### src/rtl/if_fetch.sv
// Instruction-fetch stage: owns the fetch PC, drives a 1-cycle-latency instruction memory and
// feeds {instruction, PC} to IF/ID, with a one-entry hold buffer for stalls and redirect squash.
module if_fetch #(
    parameter logic [31:0] RESET_PC  = 32'h0000_0000,
    parameter logic [31:0] NOP_INSTR = 32'hFC00_0000,
    parameter logic [31:0] PC_INC    = 32'h0000_0001
) (
    input  logic        clk,
    input  logic        rst,
    input  logic        data_hazard,
    input  logic        PC_hazard,
    input  logic        pop_haz,
    input  logic        redirect_valid,
    input  logic [31:0] redirect_pc,
    output logic [31:0] imem_addr,
    output logic        imem_rd_en,
    input  logic [31:0] imem_rdata,
    output logic [31:0] instruction_out,
    output logic [31:0] PC_out
);

    logic        stall;
    logic [31:0] fetch_pc_q, fetch_pc_d;
    logic [31:0] out_pc_q, out_pc_d;
    logic        out_valid_q, out_valid_d;
    logic        hold_valid_q, hold_valid_d;
    logic [31:0] hold_instr_q, hold_instr_d;

    assign stall = data_hazard | PC_hazard | pop_haz;

    always_comb begin
        fetch_pc_d   = fetch_pc_q;
        out_pc_d     = out_pc_q;
        out_valid_d  = out_valid_q;
        hold_valid_d = hold_valid_q;
        hold_instr_d = hold_instr_q;
        imem_addr    = fetch_pc_q;
        imem_rd_en   = 1'b0;

        if (redirect_valid) begin
            imem_addr    = redirect_pc;
            imem_rd_en   = 1'b1;
            fetch_pc_d   = redirect_pc + PC_INC;
            out_pc_d     = redirect_pc;
            out_valid_d  = 1'b1;
            hold_valid_d = 1'b0;
        end else if (stall) begin
            // Memory output is only valid for one cycle, so capture it on the first stall cycle.
            if (out_valid_q && !hold_valid_q) begin
                hold_instr_d = imem_rdata;
                hold_valid_d = 1'b1;
            end
        end else begin
            imem_rd_en   = 1'b1;
            fetch_pc_d   = fetch_pc_q + PC_INC;
            out_pc_d     = fetch_pc_q;
            out_valid_d  = 1'b1;
            hold_valid_d = 1'b0;
        end

        if (rst) begin
            imem_addr  = RESET_PC;
            imem_rd_en = 1'b0;
        end
    end

    always_comb begin
        if (!out_valid_q || redirect_valid) begin
            instruction_out = NOP_INSTR;
        end else if (hold_valid_q) begin
            instruction_out = hold_instr_q;
        end else begin
            instruction_out = imem_rdata;
        end
    end

    assign PC_out = out_pc_q;

    always_ff @(posedge clk or posedge rst) begin
        if (rst) begin
            fetch_pc_q   <= RESET_PC;
            out_pc_q     <= RESET_PC;
            out_valid_q  <= 1'b0;
            hold_valid_q <= 1'b0;
            hold_instr_q <= NOP_INSTR;
        end else begin
            fetch_pc_q   <= fetch_pc_d;
            out_pc_q     <= out_pc_d;
            out_valid_q  <= out_valid_d;
            hold_valid_q <= hold_valid_d;
            hold_instr_q <= hold_instr_d;
        end
    end

endmodule
### config.mk
export PLATFORM = sky130hd
export DESIGN_NAME = if_fetch
export DESIGN_NICKNAME = d
export VERILOG_FILES = /design/src/rtl/if_fetch.sv
export SDC_FILE = /design/constraint.sdc
export NUM_CORES = 1
export LEC_CHECK = 0
export CAP_MARGIN = 20
export CORE_MARGIN = 2
export CORE_UTILIZATION = 49
export CTS_CLUSTER_SIZE = 40
export DETAILED_ROUTE_END_ITERATION = 8
export PLACE_DENSITY = 0.89
export SLEW_MARGIN = 5
export SYNTH_ARGS = -nofsm -noshare
export SYNTH_HDL_FRONTEND = slang
export SYNTH_SLANG_ARGS = --single-unit
### constraint.sdc
create_clock -name clk -period 5.4 [get_ports clk]
set_input_delay 1.35 -clock clk [delete_from_list [all_inputs] [get_ports clk]]
set_output_delay 1.35 -clock clk [all_outputs]
set_load 0.03 [all_outputs]
## Word-level counts from Yosys, hierarchy flattened

Cells that the tools add are included.

- $mul: 0
- Bitwise logic cells: 3
- Divide/modulo/power cells: 0
- Shifts and indexed selects: 0
- Add/sub/neg operators: 2
- Order comparisons: 0
- Eq/ne operators: 2
- Reduce and logical (&&, ||, !) cells: 5
- Multiplexer cells: 16

Operators by type and width:

| operator | number |
|---|---|
| $mux W32 | 8 |
| $add A32 B1 Y32 const B | 2 |
| $mux W1 | 8 |
| $ne A3 B2 Y1 const B | 1 |
| $reduce_and A3 Y1 | 1 |
| $logic_not A1 Y1 | 2 |
| $ne A2 B2 Y1 const B | 1 |
| $or A1 B1 Y1 | 2 |
| $logic_and A1 B1 Y1 | 1 |
| $logic_or A1 B1 Y1 | 1 |
| $not A1 Y1 | 1 |

- Bits in latches: 0
- Memory bits (writable): 0
- Bits in read-only memories: 0
- Output and inout port bits: 97
- Memories: 0
- Flip-flop bits (word level): 98

## Longest topological paths before layout

- Depth in word-level cells: 5
- Mapped depth: 14
- Gate-level depth less buffers: 9

## Worst setup path after synthesis

No wires, ideal clock.

- Path kind: input-to-output
- Start point: input port redirect_valid
- End point: output port imem_addr[10]
- Arrival time: 2.988 ns
- Path slack: 1.062 ns
- Data required time: 4.050 ns
- Path buffers: 5
- Stages on the path: 7
- Path through: buf_4 buf_2 buf_2 buf_2 buf_1 nand2_1 a21oi_1

- Longest elaborated chain between the ends: 2

Ends and longest elaborated chain:

| element | line | RTL |
|---|---|---|
| start, declared | 13 | `input logic redirect_valid,` |
| $mux W32 | 40 | `if (redirect_valid) begin` |
| $mux W32 | 61 | `if (rst) begin` |
| end, declared | 15 | `output logic [31:0] imem_addr,` |

Every way passes these cells.

## Worst setup path after layout

- Start point: input port redirect_valid
- End point: output port imem_addr[27]

The elaborated chain is that of the path after synthesis.

==> results.cfg <==
[status]
status = completed

[yosys]
yosysMostFrequentCell = dfrtp_1
synth_seq_cells = 98
yosysTopAreaCell = dfrtp_1
post_synth_instance_area_sq_um = 6160
synth_area_per_cell_sq_um = 9.61
synth_area_leaders = dfrtp_1 (37%), mux2i_1 (14%), xnor2_1 (6.0%), mux2_2 (4.2%), nor2_1 (4.2%)
syn-num-nets = 712
synth_top_area_share_pct = 37.4
yosysWarnings = 0
synth_ff_type = dfrtp_1
synthArstFlopShare_pct = 100
ys_top_cells_by_count = dfrtp_1 (92), mux2i_1 (88), nor2_1 (69)
ys_seq_area_share_pct = 40.0
synth-edff-count = 0
netlist_instances = 641
synthDistinctLibCells = 51

[power]
p_leak_nw = 3.33
power_switching_mw = 0.741
p_clk_share_pct = 28.3
p_per_area_nw_per_um2 = 269
comb_power_share_pct = 29.9
p_int_mw = 1.47
switching_share_pct = 33.5
vdd_drop_max_mv = 0.149
seq_power_share_pct = 41.8

[run]
maxCapViolations = 0

[setup_path]
start_kind = input port
cp_common_cell = buf_4
cp_num_buf_inv = 3
critPathMaxStageDelay_ps = 610
slowest_stage = clkdlybuf4s50_1
crit_required_ps = 4050
worstSetupPathType = in2out
end_kind = primary output
worstPathArrival_ps = 3360
path_delay_family = buffers and inverters
cp_cell_sequence = buf_4 -> buf_4 -> mux2i_1 -> nor2_1 -> clkdlybuf4s50_1
cp_max_fo = 79

[clock_tree]
cts_tree = yes
path_clk_slew_ps = 70
htree_num_levels = 3
clk_root_buffer_cell = clkbuf_16
cts_resized = 0
cts_hold_buf = 0
cts_made_buffers = 9
postCtsSetupBuffers = 0
cts.sinks = 98
insertion_delay_ps = 350
clock_path_buffers = 2

[sta]
finalCritPeriodShare_pct = 87.3
hold_viol = 0
holdWs_ps = 491
setup_viol_count_final = 0
finalClockSkew_ps = 10.6
rsz0062_at_grt = false
tightest_slew_ps = 928
clock.fmax_mhz = 212
fin_crit_ps = 4710
fin_tns_setup_ps = 0
slew_headroom_pct = 38.1
drv_slew = 0

[grt]
gr-usage-met1_pct = 31.4
use_met2_pct = 42.5
grt_max_degree = 80
grtUsageTotal_pct = 24.9
gr-total-overflow = 0
grt_pass1_vias = 5417
grt_busiest_layer = met2
grt_pass1_wl_microns = 26800
grt_use_met3_pct = 5.03
antenna_found_initial = 0

[die]
dieArea_sq_um = 13500
core_area_sq_um = 12200
start_util_pct = 50.6
die_x_microns = 116
rows = 40
ios = 167
die_y_microns = 116

[min_path]
hold_path_class = reg2reg

[placement]
place_congestion = 0.862
post_dp_cell_area_sq_um = 7950
port_buffers = 166
hpwl_microns = 11700

[route]
drc = 0
dr.pass1.iters = 5
drt_iter0_markers = 231
wl_per_cell_microns = 17.1
vias = 5292
postRouteAntennaNets = 0
routed_wirelength_microns = 16400
via_per_inst = 5.50

[cells_and_area]
diodes = 0
drive_above_1_share_pct = 10.1
fin_area_sq_um = 8240
layout.nets = 860
area_growth_syn_to_layout_pct = 33.8
final_core_util_pct = 67.7
fillers = 955
[registers in the layout, indices dropped and copies added, names as in the netlist]
register,flops
out_valid_q,1
hold_valid_q,1
fetch_pc_q,32
PC_out,32
hold_instr_q,32
[final timing paths]
kind,start,to,slack (ps),depth (start not counted)
max,redirect_valid,imem_addr[27],690,5
max in group asynchronous,rst,hold_instr_q[30]$_DFFE_PP1P_,2630,4
max reg2reg,fetch_pc_q[5]$_DFFE_PP0N_,fetch_pc_q[29]$_DFFE_PP0N_,2840,6
min,hold_instr_q[7]$_DFFE_PP0P_,hold_instr_q[7]$_DFFE_PP0P_,490,1
min reg2reg,hold_instr_q[7]$_DFFE_PP0P_,hold_instr_q[7]$_DFFE_PP0P_,490,1
min in group asynchronous,rst,PC_out[9]$_DFFE_PP0N_,1800,3
[cell usage in the layout, fill, tap and decap left out, types with 11 or more instances in the layout]
master and count:
xor2_1 14, a21oi_1 36, mux2_2 23, o21ai_0 31
mux2i_1 88, nand2_1 68, nor2_1 69, xnor2_1 42
nand2b_1 26, dfrtp_1 91, nand3_1 22, clkdlybuf4s50_1 165
buf_4 11
[logic make-up after synthesis]
family	Yosys count	synth area share (%)
simple gates	233	20.1
mux	120	20.2
flops	98	40.0
compound gates	85	8.09
xor+xnor	56	7.97
buf+inv	48	3.52
fa+ha+maj	1	0.203
[metrics by stage]
step                cells  power (mW)  setup slack, ps
CTS                   962        2.22              716
global route          962        2.31              567
global placement      946        1.57              780
floorplan             641        1.32             1060
detailed placement    946        1.60              718
finish                962        2.21              687
[power groups by stage]
stage | sequential, mW | combinational (mW) | clock (mW)
4_1_cts | 0.924 | 0.665 | 0.635
6_report | 0.925 | 0.661 | 0.626
5_1_grt | 0.939 | 0.710 | 0.662
3_5_place_dp | 0.936 | 0.662 | 0
2_1_floorplan | 0.962 | 0.358 | 0
3_3_place_gp | 0.928 | 0.643 | 0
[routing by layer]
layer | share of wire (%) | up-vias
met5 | 0 | -
met4 | 2.2 | 0
met3 | 7.7 | 31
met2 | 48 | 215
met1 | 43 | 2515
li1 | - | 2531
[worst reg2reg max path, delay by kind of cell, from the launching register on]
kind	cells	cell delay [ps]
simple gates	3	1240
mux	1	90
flops	1	470
xor+xnor	1	170
compound gates	1	470
[final cells by class]
type | count | area, sq um | share of cell area, %
multi-input cells | 495 | 3490 | 42.4
flip-flops and latches | 98 | 2460 | 29.9
repair buffers | 177 | 1750 | 21.3
clock buffers | 10 | 239 | 2.90
well taps | 168 | 210 | 2.55
clock inverters | 6 | 47.5 | 0.577
inverters | 8 | 32.5 | 0.395
(Power assumes the default switching activity.)
